File: src/rtl/lsu_pkg.sv
// rtl/lsu_pkg.sv - shared types and helpers for the Wishbone load/store master
package lsu_pkg;

    typedef enum logic [1:0] {
        SZ_BYTE = 2'd0,
        SZ_HALF = 2'd1,
        SZ_WORD = 2'd2,
        SZ_ILL  = 2'd3
    } size_e;

    typedef enum logic [1:0] {
        IDLE = 2'd0,
        BUS  = 2'd1,
        RESP = 2'd2
    } state_e;

    // An access that cannot be issued as one bus cycle: illegal size or
    // an address not naturally aligned for its size.
    function automatic logic misaligned(input size_e size, input logic [1:0] off);
        logic bad;
        case (size)
            SZ_BYTE: bad = 1'b0;
            SZ_HALF: bad = off[0];
            SZ_WORD: bad = (off != 2'b00);
            default: bad = 1'b1;
        endcase
        return bad;
    endfunction

endpackage

File: src/rtl/lsu_align.sv
// rtl/lsu_align.sv - byte-lane select, store replication and load extract/extend
module lsu_align
    import lsu_pkg::*;
(
    input  size_e       st_size,
    input  logic [1:0]  st_off,
    input  logic [31:0] st_wdata,
    output logic [3:0]  st_sel,
    output logic [31:0] st_wdat,
    input  size_e       ld_size,
    input  logic [1:0]  ld_off,
    input  logic        ld_unsigned,
    input  logic [31:0] ld_data,
    output logic [31:0] ld_result
);

    logic [31:0] shifted;

    // Store side: lane selects and write data replicated across all lanes
    always_comb begin
        st_sel  = 4'b0000;
        st_wdat = st_wdata;
        case (st_size)
            SZ_BYTE: begin
                st_sel  = 4'b0001 << st_off;
                st_wdat = {4{st_wdata[7:0]}};
            end
            SZ_HALF: begin
                st_sel  = 4'b0011 << {st_off[1], 1'b0};
                st_wdat = {2{st_wdata[15:0]}};
            end
            SZ_WORD: begin
                st_sel  = 4'b1111;
                st_wdat = st_wdata;
            end
            default: begin
                st_sel  = 4'b0000;
                st_wdat = st_wdata;
            end
        endcase
    end

    // Load side: shift the addressed lane down, truncate, then extend
    always_comb begin
        shifted   = ld_data >> {ld_off, 3'b000};
        ld_result = shifted;
        case (ld_size)
            SZ_BYTE: ld_result = {{24{~ld_unsigned & shifted[7]}}, shifted[7:0]};
            SZ_HALF: ld_result = {{16{~ld_unsigned & shifted[15]}}, shifted[15:0]};
            default: ld_result = shifted;
        endcase
    end

endmodule

File: src/rtl/wb_lsu_master.sv
// rtl/wb_lsu_master.sv - core load/store to Wishbone classic single-cycle master
module wb_lsu_master
    import lsu_pkg::*;
#(
    parameter int unsigned TIMEOUT = 16
) (
    input  logic        clk_i,
    input  logic        rst_i,
    input  logic        req_i,
    input  logic        we_i,
    input  logic [1:0]  size_i,
    input  logic        unsigned_i,
    input  logic [31:0] addr_i,
    input  logic [31:0] wdata_i,
    output logic [31:0] rdata_o,
    output logic        stall_o,
    output logic        done_o,
    output logic        err_o,
    output logic        wb_cyc_o,
    output logic        wb_stb_o,
    output logic        wb_we_o,
    output logic [31:0] wb_adr_o,
    output logic [3:0]  wb_sel_o,
    output logic [31:0] wb_dat_o,
    input  logic [31:0] wb_dat_i,
    input  logic        wb_ack_i
);

    // Counter only needs to reach TIMEOUT-1; TIMEOUT of 0 leaves a dummy bit.
    localparam int CNT_W = (TIMEOUT < 2) ? 1 : $clog2(TIMEOUT);
    localparam logic [CNT_W-1:0] CNT_LAST = (TIMEOUT == 0) ? '0 : CNT_W'(TIMEOUT - 1);

    state_e           state_q;
    state_e           state_d;
    size_e            size_q;
    logic             uns_q;
    logic [1:0]       off_q;
    logic             err_q;
    logic [CNT_W-1:0] cnt_q;

    size_e       req_size;
    logic        req_bad;
    logic        timed_out;
    logic [3:0]  st_sel;
    logic [31:0] st_wdat;
    logic [31:0] ld_result;

    assign req_size  = size_e'(size_i);
    assign req_bad   = misaligned(req_size, addr_i[1:0]);
    assign timed_out = (TIMEOUT != 0) && (cnt_q == CNT_LAST);
    assign wb_stb_o  = wb_cyc_o;

    lsu_align u_align (
        .st_size     (req_size),
        .st_off      (addr_i[1:0]),
        .st_wdata    (wdata_i),
        .st_sel      (st_sel),
        .st_wdat     (st_wdat),
        .ld_size     (size_q),
        .ld_off      (off_q),
        .ld_unsigned (uns_q),
        .ld_data     (wb_dat_i),
        .ld_result   (ld_result)
    );

    // FSM state register
    always_ff @(posedge clk_i) begin
        if (rst_i) state_q <= IDLE;
        else       state_q <= state_d;
    end

    // FSM next state: bad requests skip the bus; ack beats a same-cycle timeout
    always_comb begin
        state_d = state_q;
        case (state_q)
            IDLE:    if (req_i) state_d = req_bad ? RESP : BUS;
            BUS:     if (wb_ack_i || timed_out) state_d = RESP;
            RESP:    state_d = IDLE;
            default: state_d = IDLE;
        endcase
    end

    // FSM outputs: core handshake; RESP is the cycle the core advances
    always_comb begin
        stall_o = 1'b0;
        done_o  = 1'b0;
        err_o   = 1'b0;
        case (state_q)
            IDLE: stall_o = req_i;
            BUS:  stall_o = 1'b1;
            RESP: begin
                done_o = 1'b1;
                err_o  = err_q;
            end
            default: ;
        endcase
    end

    // Bus outputs, latched request, timeout counter and response data
    always_ff @(posedge clk_i) begin
        if (rst_i) begin
            wb_cyc_o <= 1'b0;
            wb_we_o  <= 1'b0;
            wb_adr_o <= '0;
            wb_sel_o <= '0;
            wb_dat_o <= '0;
            rdata_o  <= '0;
            size_q   <= SZ_BYTE;
            uns_q    <= 1'b0;
            off_q    <= 2'b00;
            err_q    <= 1'b0;
            cnt_q    <= '0;
        end else begin
            wb_cyc_o <= (state_d == BUS);
            case (state_q)
                IDLE: begin
                    if (req_i) begin
                        err_q   <= req_bad;
                        rdata_o <= '0;
                        cnt_q   <= '0;
                        if (!req_bad) begin
                            wb_we_o  <= we_i;
                            wb_adr_o <= {addr_i[31:2], 2'b00};
                            wb_sel_o <= st_sel;
                            wb_dat_o <= st_wdat;
                            size_q   <= req_size;
                            uns_q    <= unsigned_i;
                            off_q    <= addr_i[1:0];
                        end
                    end
                end
                BUS: begin
                    cnt_q <= cnt_q + CNT_W'(1);
                    if (wb_ack_i) begin
                        err_q   <= 1'b0;
                        rdata_o <= wb_we_o ? '0 : ld_result;
                    end else if (timed_out) begin
                        err_q   <= 1'b1;
                        rdata_o <= '0;
                    end
                end
                default: ;
            endcase
        end
    end

endmodule

File: config.mk
export PLATFORM = sky130hd
export DESIGN_NAME = wb_lsu_master
export DESIGN_NICKNAME = d
export VERILOG_FILES = /design/src/rtl/lsu_pkg.sv /design/src/rtl/lsu_align.sv /design/src/rtl/wb_lsu_master.sv
export SDC_FILE = /design/constraint.sdc
export NUM_CORES = 1
export LEC_CHECK = 0
export ABC_CLOCK_PERIOD_IN_PS = 1800
export CORE_ASPECT_RATIO = 0.6
export CORE_MARGIN = 2
export CORE_UTILIZATION = 35
export DETAILED_ROUTE_END_ITERATION = 6
export GPL_ROUTABILITY_DRIVEN = 0
export PLACE_DENSITY = 0.77
export SYNTH_ARGS = -nofsm -noshare
export SYNTH_HDL_FRONTEND = slang
export SYNTH_SLANG_ARGS = --single-unit
File: constraint.sdc
create_clock -name clk_i -period 1.8 [get_ports clk_i]
set_input_delay 0.36 -clock clk_i [delete_from_list [all_inputs] [get_ports clk_i]]
set_output_delay 0.36 -clock clk_i [all_outputs]
set_load 0.01 [all_outputs]
### Yosys cells after proc, flatten, opt, wreduce, memory -nomap -nowiden

Index checks and enable logic that the tools add are counted.

| word-level totals | value |
|---|---|
| register bits | 112 |
| input port bits | 104 |
| output and inout port bits | 106 |

| operators by class | value |
|---|---|
| reductions and logical operators | 9 |
| add/subtract/negate cells | 1 |
| muxes and demuxes | 22 |
| eq/ne operators | 9 |
| shift-type cells | 3 |
| bitwise gates (word level) | 4 |

Operators with widths:

| operator | number |
|---|---|
| one-hot mux 32 bit (2 select lines) | 3 |
| 2-to-1 mux 32 bit | 4 |
| right shift 32 x 5 -> 32 bit | 1 |
| one-hot mux 4 bit (3 select lines) | 1 |
| equality test 2 x 1 -> 1 bit (second input constant) | 4 |
| one-hot mux 4 bit (2 select lines) | 1 |
| zero test 2 bit | 3 |
| 2-to-1 mux 2 bit | 3 |
| AND reduction 3 bit | 2 |
| 2-to-1 mux 1 bit | 5 |
| adder 4 x 1 -> 4 bit (second input constant) | 1 |
| equality test 2 bit (second input constant) | 2 |
| equality test 4 bit (second input constant) | 1 |
| 2-to-1 mux 4 bit | 1 |
| one-hot mux 1 bit (2 select lines) | 2 |
| one-hot mux 2 bit (2 select lines) | 1 |
| nonzero test 2 bit | 2 |
| << shifter 1 x 2 -> 4 bit (first input constant) | 1 |
| << shifter 2 x 2 -> 4 bit (first input constant) | 1 |
| != test 3 bit (second input constant) | 1 |
| one-hot mux 1 bit (3 select lines) | 1 |
| AND 1 bit | 2 |
| != test 2 bit (second input constant) | 1 |
| NOT 1 bit | 2 |
| other kinds (2) | 2 |

### Logic depth before layout (Yosys ltp)

Gate-level depths: netlist (run 1).

| depth | value |
|---|---|
| word-level depth | 6 |
| mapped depth | 7 |

### Cells and area by module

Synthesis (run 1) repeated with hierarchy kept, for this count alone.

| second synthesis, totals | value |
|---|---|
| cell total of the unflattened synthesis | 644 |
| area, all modules | 5,680.4 um^2 |

By module, submodules not included:

| module | instances | cells an instance | sequential area each (um^2) | area each (um^2) |
|---|---|---|---|---|
| wb_lsu_master | 1 | 470 | 2,242.2 | 4,501.8 |
| lsu_align | 1 | 174 | 0.0 | 1,178.6 |

### Worst setup path before layout (run 1)

OpenSTA, ideal clock, no wires.

| timing path | value |
|---|---|
| path type | register to register |
| start | register state_q[1] |
| end | register wb_sel_o[0] |
| stages on the path, launching flop included | 8 |
| period minus slack after synthesis | 1,599 ps |
| data arrival time | 1,471 ps |
| path slack | 201 ps |
| setup time | 128 ps |
| path buffers | 3 |
| cell sequence | dfxtp_1 > buf_2 > or3b_4 > a21o_1 > buf_2 > buf_2 > a21oi_1 > nor2_1 |

| on the way | value |
|---|---|
| longest elaborated chain between the ends | 2 |

RTL lines:

| what | line | text |
|---|---|---|
| start, declared | wb_lsu_master.sv:33 | `state_e state_q;` |
| start signal, assigned | wb_lsu_master.sv:69 | `else state_q <= state_d;` |
| zero test 2 bit | wb_lsu_master.sv:115 | `case (state_q)` |
| AND reduction 3 bit (no source line) | - |  |
| end signal, assigned | wb_lsu_master.sv:124 | `wb_sel_o <= st_sel;` |
| end, declared | wb_lsu_master.sv:23 | `output logic [3:0] wb_sel_o,` |

Every way passes these cells.
A chain may end at the register's enable or synchronous reset.

### Worst setup path in the final report (run 1)

| timing path | value |
|---|---|
| start | input addr_i[1] |
| end | register wb_dat_o[17] |

| on the way | value |
|---|---|
| longest elaborated chain between the ends | 4 |

RTL lines:

| what | line | text |
|---|---|---|
| start, declared | wb_lsu_master.sv:13 | `input logic [31:0] addr_i,` |
| nonzero test 2 bit | lsu_pkg.sv:24 | `SZ_WORD: bad = (off != 2'b00);` |
| one-hot mux 1 bit (3 select lines) | lsu_pkg.sv:21 | `case (size)` |
| NOT 1 bit (no source line) | - |  |
| AND reduction 3 bit (no source line) | - |  |
| end signal, assigned | wb_lsu_master.sv:125 | `wb_dat_o <= st_wdat;` |
| end, declared | wb_lsu_master.sv:24 | `output logic [31:0] wb_dat_o,` |

Every way passes these cells.

==> qor.txt, run 1 <==
status - finished, final reports clean
Slew Limit Fails - 0
Sink Count - 112
Worst EP arrival - 2.02 ns
synthesized flop and latch total - 112
Via Count - 4919
Final HPWL DP - 11900 um
max incr delay on CP - 0.44 ns
overflow left after global routing - 0
CP max stage cell - clkdlybuf4s50_1
LEAKAGE - 0.00285 uW
Worst Tran Pin Value - 0.529 ns
worst-path cell chain - clkdlybuf4s50_1, or3_4, a21oi_4, buf_4, clkbuf_16, nor2_1, a211oi_1
Routed WL - 15600 um
met2 Use GR - 28.2%
root buffer cell - clkbuf_16
area of the mapped netlist - 0.00487 mm^2
first-pass GRT wire length - 24000 um
final hold vios - 0
Yosys cell types - 44
DRC Markers - 0
ANT cells - 0
Layout Skew - 0.00938 ns
die width - 156 um
layout cells sized above 1 - 10.6%
met3 Track Usage GR - 7.14%
Setup CP Type - primary input to flip-flop
Mapped Avg Cell Area - 8.36 um^2
worst vdd ir - 0.000437 V
Layout Nets - 914
CTS buffer count - 9
IO Count - 210
Req. time, crit path - 2.06 ns
RSZ-0062 raised after global routing - yes
die area - 0.0149 mm^2
core region area - 0.0136 mm^2
Area after DPL - 0.00740 mm^2
Clk pin slew, worst setup/hold paths - 0.08 ns
largest net degree at the start of global routing - 51
Antenna Nets Post-Route - 0
FMAX - 569 MHz
FFs w/ async S/R, synth - 0%
final setup vio count - 0
H-tree levels - 3
fin crit period - 1.76 ns
Longest Clk Path Bufs - 2
max cap viols - 0
gr usage total - 20.6%
worst-skew pair later-pin latency - 0.34 ns
yosys warns - 0
die extent in y - 95.4 um
FP Rows - 33
Hold Buf Count CTS - 0
first-iteration detailed-routing DRC count - 248
initial core utilization - 35.8%
crit-path max FO - 18
via count of the first global-routing pass - 4593
number of synthesized flops with an enable pin - 0
Synth Instances - 583
critical path capture point type - flip-flop
layout overhead on the synthesized area - 58.7%
Hold WC Path Type - flip-flop to flip-flop
Tcrit/Tclk final - 97.7%
WHS - 0.454 ns
CTS tree - done
Synth Flop Type - dfxtp_1
Final Cell Area - 0.00773 mm^2
Avg WL per Cell - 15.8 um
initial antenna violation count - 0
GRT met1 Usage - 30.6%
GR peak layer - met1
type of origin of the critical path - primary input
PortBufs - 207
first drt pass iteration count - 4
Via density - 4.97
register area share after synthesis - 46.0%
Pwr per Cell Area - 756 mW/mm^2
max_slew headroom - 64.7%
metal layers:
metal  wire [um]  share of wire [%]  vias to the layer above
met5           0                  0                        -
met4         157                1.0                        0
met3        1400                9.0                       14
met2        6230                 40                      162
met1        7810                 50                     2262
li1            -                  -                     2481
area by class of cell:
| type | instances | area [um^2] |
|---|---|---|
| inverters | 3 | 11.3 |
| clock buffers | 11 | 253 |
| well taps | 175 | 219 |
| multi-input cells | 421 | 2410 |
| clock inverters | 5 | 40.0 |
| flip-flops and latches | 112 | 2250 |
| repair buffers | 262 | 2550 |
| fillers | 1263 | 5890 |
sequential cells by signal, indices dropped and copies added (netlist names):
signal	flops
wb_dat_o	32
off_q	2
err_q	1
rdata_o	32
uns_q	1
wb_sel_o	4
wb_adr_o	30
cnt_q	4
wb_cyc_o	1
state_q	2
wb_we_o	1
size_q	2
path summary, 6_finish.rpt:
path                startpoint           end  slack [ns]  cells past startpoint
setup reg to reg    state_q[0]  wb_dat_o[17]        0.06                      7
setup / recovery     addr_i[1]  wb_dat_o[17]        0.04                      7
hold reg to reg   wb_dat_o[27]  wb_dat_o[27]        0.45                      2
hold / removal    wb_dat_o[27]  wb_dat_o[27]        0.45                      2
Yosys cell counts, types with 2 or more instances:
master / instances / area share, %
nor2b_1: 5 / 0.64
o21ai_0: 31 / 3.2
o211ai_1: 10 / 1.5
a32o_1: 8 / 1.6
nand3_1: 5 / 0.51
o21ai_1: 2 / 0.21
nor2_1: 30 / 2.3
a22oi_1: 2 / 0.31
a2111oi_0: 2 / 0.36
nor3_1: 3 / 0.31
inv_1: 3 / 0.23
mux2_2: 2 / 0.46
dfxtp_1: 112 / 46
nand2_1: 155 / 12
buf_4: 6 / 0.92
a211oi_1: 8 / 1.2
a21oi_1: 67 / 6.9
nand3b_1: 8 / 1.2
mux2i_1: 43 / 8.8
clkbuf_1: 17 / 1.3
a221o_1: 9 / 1.8
a311oi_1: 8 / 1.4
buf_2: 20 / 2.1
buf_1: 5 / 0.39
a21o_1: 3 / 0.46
metrics by stage:
step | instances | setup TNS, ns | worst slack (ns) | power [uW] | util (%)
2_1_floorplan | 584 | 0 | 0.201 | 3220 | -
3_3_place_gp | 971 | -24.28 | -0.388 | 3910 | 54.3
3_5_place_dp | 971 | -25.49 | -0.432 | 3930 | 54.3
4_1_cts | 987 | 0 | 0.0511 | 5890 | 56.5
5_1_grt | 989 | -0.181 | -0.0318 | 6120 | 56.7
6_report | 989 | 0 | 0.0412 | 5850 | 56.7
critical path, delay by kind of cell:
kind	cells	cell delay, ns
AND/OR/NAND/NOR	2	0.48
buffers and inverters	3	0.75
AO/OA/AOI/OAI	2	0.42
cells by family (layout without fill, tap and decap cells):
| group | count (synthesis) | after routing | share of synthesized area (%) |
|---|---|---|---|
| and+or+nand+nor | 215 | 215 | 18.5 |
| DFF | 112 | 112 | 46.0 |
| adders and majority gates | 1 | 1 | 0.257 |
| xor gates and xnor gates | 1 | 1 | 0.180 |
| buffers and inverters | 51 | 281 | 4.90 |
| muxes | 46 | 46 | 9.76 |
| AOI/OAI and AO/OA | 156 | 156 | 20.3 |
| other | 1 | 2 | 0.0770 |
layout by cell type, fill, tap and decap left out, drive strengths merged, types with 8 or more instances in the layout:
cell type / synthesis / routed
mux2i: 43 / 43
nand3b: 8 / 8
o21ai: 33 / 33
dfxtp: 112 / 112
o211ai: 10 / 10
a311oi: 8 / 8
a21oi: 68 / 68
a32o: 8 / 8
buf: 31 / 55
a221o: 9 / 9
nand2: 155 / 155
clkdlybuf4s50: 0 / 202
clkbuf: 17 / 12
nor2: 30 / 30
a211oi: 8 / 8
power by group:
part	internal, uW	total [uW]	switching (uW)
clock	1030	1960	934
sequential	2590	2670	73.4
combinational	663	1220	555
timing repair:
action | CTS | global route
gates resized for setup | 9 | 2
setup endpoints to repair | 4 | 25
gates cloned | 0 | 1
setup buffers | 0 | 1
pin swaps | 0 | 1
(Power assumes the default switching activity.)
==> inputs of run 2 (changes only) <==
Settings changed: CORE_ASPECT_RATIO 0.6 to 0.5.
==> run 2 against run 1 <==
Compared with the run above:
- clock-buffer cell count shrank 2
- routed wire length shrank 0.34%
- die area grew 0.18%
- first-iteration DRC count grew 12%
- cell area shrank 0.65%
- critical endpoint is now wb_adr_o[3]
- register-to-register slack gained 0.11 ns
- global-route usage shrank 0.59 points
==> qor.txt, run 2 (synthesis gave the netlist of run 1 again) <==
status - finished, final reports clean
Post-Layout Cell Count - 991 (+0.20%)
max cap viols - 0 (unchanged)
Avg WL per Cell - 15.7 um (-0.54%)
commonest cells after routing, fill and taps aside - 202 x clkdlybuf4s50_1, 155 x nand2_1, 109 x dfxtp_1, 67 x a21oi_1, 43 x mux2i_1
Cells after DPL - 973 (+0.21%)
PortBufs - 207 (unchanged)
Hold WC Path Type - primary input to flip-flop
LEAKAGE - 0.00279 uW (-2.2%)
Worst EP arrival - 1.97 ns (-0.05 ns)
initial core utilization - 35.9% (+0.099 points)
RSZ-0062 raised after global routing - no
Via density - 5.01 (+0.63%)
die width - 171 um (+9.3%)
via count of the first global-routing pass - 4752 (+3.5%)
Psw - 1520 uW (-2.6%)
gr usage total - 20.0% (-0.59 points)
Internal Pwr Total - 4450 uW (+3.9%)
Layout Skew - 0.00835 ns (-0.00103 ns)
die extent in y - 87.4 um (-8.3%)
Top Registers - rdata_o (32), wb_dat_o (32), wb_adr_o (30)
Antenna Nets Post-Route - 0 (unchanged)
largest net degree at the start of global routing - 49 (-3.9%)
overflow left after global routing - 0 (unchanged)
ANT cells - 0 (unchanged)
Tcrit/Tclk final - 94.0% (-3.7 points)
fin crit period - 1.69 ns (-0.0669 ns)
H-tree levels - 3 (unchanged)
worst r2r path cells - 6 (-1)
final hold vios - 0 (unchanged)
Sink Count - 112 (unchanged)
switching share of power - 25.5% (-1.2 points)
first drt pass iteration count - 5 (+1)
initial antenna violation count - 0 (unchanged)
die area - 0.0149 mm^2 (+0.18%)
Worst Hold Path Cells - 2 (unchanged)
root buffer cell - clkbuf_16
final-layout fill cell count - 1189 (-5.9%)
DRC Markers - 0 (unchanged)
crit-path max FO - 24 (+6)
first-pass GRT wire length - 23600 um (-1.7%)
Pwr per Cell Area - 777 mW/mm^2 (+2.8%)
Core Util, Final - 56.5% (-0.21 points)
Setup CP Type - primary input to flip-flop
layout overhead on the synthesized area - 57.7%
Routed WL - 15500 um (-0.34%)
Req. time, crit path - 2.07 ns (about the same)
WHS - 0.292 ns (-0.161 ns)
Layout Nets - 900 (-1.5%)
FMAX - 591 MHz (+4.0%)
Clk pin slew, worst setup/hold paths - 0.07 ns (about the same)
Comb pwr share - 19.9% (-0.9 points)
layout cells sized above 1 - 9.14% (-1.4 points)
critical path capture point type - flip-flop
Sequential Power Share - 44.7% (-0.9 points)
worst-skew pair later-pin latency - 0.35 ns (about the same)
Via Count - 4960 (+0.83%)
CTS tree - done
IO Count - 210 (unchanged)
CTS buffer count - 9 (unchanged)
Longest Clk Path Bufs - 2 (unchanged)
worst vdd ir - 0.000526 V (+21%)
FP Rows - 30 (-9.1%)
Slew Limit Fails - 0 (unchanged)
type of origin of the critical path - primary input
core region area - 0.0136 mm^2 (-0.28%)
Final HPWL DP - 11400 um (-3.8%)
final setup vio count - 0 (unchanged)
commonest non-fill, non-tap cell in the layout - clkdlybuf4s50_1
first-iteration detailed-routing DRC count - 277 (+12%)
clock share of power - 35.4% (+1.9 points)
[run 2: cell types whose count changed in the layout (fill, tap and decap cells not counted), sizes merged]
cell / previous run / this run
buf: 55 / 41
bufinv: 0 / 2
clkbuf: 12 / 10
clkinvlp: 0 / 2
inv: 4 / 3
clkinv: 4 / 2
[run 2: power by group through the flow]
| stage | clock [uW] | combinational [uW] | sequential, uW |
|---|---|---|---|
| floorplan | 0 | 468 | 2760 |
| global placement | 0 | 1150 | 2720 |
| detailed placement | 0 | 1170 | 2720 |
| CTS | 2140 | 1180 | 2670 |
| global route | 2230 | 1290 | 2680 |
| finish | 2120 | 1190 | 2670 |
[run 2: per-layer routing]
metal  wire [um]  part of all wire (%)  GRT usage (%)
met3         927                   6.0           4.77
met4         410                   2.6           7.01
met5           0                     0              0
met1        6260                    40           23.6
met2        7940                    51           36.0
[run 2: path summary, 6_finish.rpt]
check,start,endpoint,slack (ns)
worst max register to register,state_q[0],wb_adr_o[3],0.17
worst min register to register,wb_dat_o[1],wb_dat_o[1],0.45
worst min-delay path,rst_i,cnt_q[2],0.29
worst max-delay path,addr_i[1],wb_adr_o[3],0.11
[run 2: per-stage QoR]
| stage | setup slack, ns | setup TNS, ns | instance area [um^2] | power (uW) |
|---|---|---|---|---|
| finish | 0.108 | 0 | 7680 | 5970 |
| floorplan | 0.201 | 0 | 4880 | 3220 |
| global placement | -0.240 | -18.51 | 7320 | 3870 |
| global route | 0.0229 | 0 | 7680 | 6200 |
| CTS | 0.0769 | 0 | 7640 | 5980 |
| detailed placement | -0.314 | -22.18 | 7320 | 3890 |
[run 2: layout make-up]
| cell class | instances | area, um^2 | area share, % |
|---|---|---|---|
| Timing Repair Buffer | 248 | 2460 | 32.1 |
| Clock inverter | 6 | 85.1 | 1.11 |
| Clock buffer | 9 | 225 | 2.93 |
| Multi-Input combinational cell | 421 | 2410 | 31.4 |
| Inverter | 3 | 11.3 | 0.147 |
| Sequential cell | 112 | 2250 | 29.3 |
| Tap cell | 192 | 240 | 3.13 |
[run 2: critical path, stage by stage]
cell	delay, ns
clkdlybuf4s50_1	0.42
or3_4	0.42
a21oi_4	0.19
buf_4	0.19
buf_12	0.17
nand2_1	0.07
a21oi_1	0.15
[run 2: what timing repair did]
action	CTS	global route
hold buffers	0	0
setup buffers	1	1
resized for setup	9	2
gates cloned	0	1
endpoints found under the setup margin	3	14
==> inputs of run 3 (changes only) <==
Settings changed: CORE_MARGIN 2 to 8.
==> run 3 against run 2 <==
Compared with the run above:
- largest power group unchanged
- routed wire length up 9.2%
- die area is 22% higher
- clock-buffer cell count rose by 4
- final cell count shrank 0.40%
- global-route usage shrank 2.3 points
- total power fell by 3.1%
==> qor.txt, run 3 (synthesis gave the netlist of run 1 again) <==
internal reg-to-reg setup slack - 0.17 ns (about the same)
Worst Hold Path Cells - 2 (unchanged)
Layout Nets - 896 (-0.44%)
Avg WL per Cell - 17.2 um (+9.6%)
met2 Use GR - 32.3% (-3.7 points)
worst r2r path cells - 5 (-1)
RSZ-0062 raised after global routing - no
met3 Track Usage GR - 4.26% (-0.51 points)
gr usage total - 17.8% (-2.3 points)
worst vdd ir - 0.000517 V (-1.8%)
Pwr per Cell Area - 750 mW/mm^2 (-3.5%)
max cap viols - 0 (unchanged)
Tcrit/Tclk final - 94.7% (+0.70 points)
Internal Pwr Total - 4310 uW (-3.1%)
Comb pwr share - 21.2% (+1.3 points)
H-tree levels - 3 (unchanged)
die extent in y - 99.4 um (+14%)
Setup TNS - 0 ns (unchanged)
core region area - 0.0136 mm^2 (unchanged)
worst-skew pair later-pin latency - 0.34 ns (about the same)
final setup margin - 0.0954 ns (-0.0127 ns)
Power, Total - 5790 uW (-3.1%)
via count of the first global-routing pass - 4952 (+4.2%)
Crit Reg-Reg Startpoint - state_q[1]
Top Registers - rdata_o (32), wb_dat_o (32), wb_adr_o (30)
die area - 0.0182 mm^2 (+22%)
LEAKAGE - 0.00281 uW (+0.76%)
largest net degree at the start of global routing - 44 (-10%)
FMAX - 587 MHz (-0.74%)
Req. time, crit path - 2.05 ns (-0.02 ns)
Psw - 1470 uW (-3.1%)
Antenna Nets Post-Route - 0 (unchanged)
fin crit period - 1.70 ns (+0.0127 ns)
GRT met1 Usage - 19.9% (-3.7 points)
Longest Clk Path Bufs - 2 (unchanged)
CTS buffer count - 9 (unchanged)
initial antenna violation count - 0 (unchanged)
Layout Skew - 0.00973 ns (+0.00138 ns)
final hold vios - 0 (unchanged)
Worst Setup SP - addr_i[1]
IO Count - 210 (unchanged)
critical path capture point type - flip-flop
Sequential Power Share - 46.1% (+1.4 points)
Hold Buf Count CTS - 0 (unchanged)
Via Count - 4981 (+0.42%)
Routed WL - 17000 um (+9.2%)
Hold WC Path Type - flip-flop to flip-flop
commonest non-fill, non-tap cell in the layout - clkdlybuf4s50_1
Via density - 5.05 (+0.83%)
first drt pass iteration count - 5 (unchanged)
layout cells sized above 1 - 8.55% (-0.58 points)
root buffer cell - clkbuf_16
GR peak layer - met2
FP Rows - 30 (unchanged)
min-delay src - wb_sel_o[1]
Sink Count - 112 (unchanged)
commonest cells after routing, fill and taps aside - 202 x clkdlybuf4s50_1, 155 x nand2_1, 110 x dfxtp_1, 67 x a21oi_1, 43 x mux2i_1
first-iteration detailed-routing DRC count - 352 (+27%)
PortBufs - 207 (unchanged)
ANT cells - 0 (unchanged)
Clk pin slew, worst setup/hold paths - 0.07 ns (about the same)
switching share of power - 25.5% (about the same)
Endpoint, Worst Hold - wb_sel_o[1]
Worst EP arrival - 1.95 ns (-0.02 ns)
type of origin of the critical path - primary input
die width - 183 um (+7.0%)
first-pass GRT wire length - 26100 um (+11%)
CTS tree - done
DRC Markers - 0 (unchanged)
Setup CP Type - primary input to flip-flop
layout overhead on the synthesized area - 58.4%
Area after DPL - 0.00731 mm^2 (-0.17%)
clock share of power - 32.7% (-2.7 points)
Final Cell Area - 0.00772 mm^2 (+0.44%)
status - finished, final reports clean
Post-Layout Cell Count - 987 (-0.40%)
Final HPWL DP - 12600 um (+10%)
initial core utilization - 35.9% (unchanged)
Reg-to-Reg End - rdata_o[25]
Slew Limit Fails - 0 (unchanged)
crit-path max FO - 12 (-50%)
overflow left after global routing - 0 (unchanged)
final setup vio count - 0 (unchanged)
Cells after DPL - 968 (-0.51%)
dpl ws - -0.383 ns (-0.0692 ns)
==> run 3: power groups by stage <==
stage                     sequential (uW)  clock (uW)  combinational [uW]
after floorplan                      2760           0                 468
after global placement               2720           0                1160
after detailed placement             2720           0                1180
after CTS                            2670        1940                1200
after global routing                 2680        2040                1330
final                                2670        1890                1230
==> run 3: metal layers <==
metal / wire length (um) / vias to the layer above
li1: - / 2446
met1: 6950 / 2362
met2: 8620 / 140
met3: 935 / 33
met4: 472 / 0
met5: 0 / -
==> run 3: critical path, stage by stage <==
cell             delay, ns
clkdlybuf4s50_1       0.43
or3_4                 0.42
a21oi_4               0.16
buf_12                0.16
clkbuf_16             0.17
nor2_1                0.04
a211oi_1              0.20
==> run 3: through the flow <==
| stage | hold slack, ns | utilization (%) |
|---|---|---|
| CTS | 0.454 | 56.2 |
| floorplan | 0.453 | - |
| global route | 0.469 | 56.8 |
| detailed placement | 0.445 | 53.8 |
| finish | 0.452 | 56.8 |
| global placement | 0.442 | 53.8 |
==> run 3: cell type report <==
| cell class | instances | area (um^2) |
|---|---|---|
| multi-input combinational | 421 | 2410 |
| tap | 192 | 240 |
| clock buffer | 13 | 270 |
| timing repair buffer | 244 | 2520 |
| clock inverter | 2 | 13.8 |
| inverter | 3 | 11.3 |
| fill | 1188 | 5870 |
| sequential | 112 | 2240 |
==> run 3: repair_timing <==
| item | CTS | global route |
|---|---|---|
| buffers inserted | 0 | 1 |
| pin swaps | 1 | 1 |
| gates resized for setup | 5 | 7 |
| setup endpoints to repair | 12 | 46 |
| gates cloned | 1 | 2 |
==> run 3: worst max path at each step <==
stage | end | cells after the start
2_1_floorplan | wb_sel_o[0] | 7
3_3_place_gp | wb_dat_o[10] | 6
3_5_place_dp | wb_dat_o[10] | 6
4_1_cts | wb_dat_o[5] | 6
5_1_grt | wb_dat_o[15] | 7
6_report | wb_dat_o[19] | 7
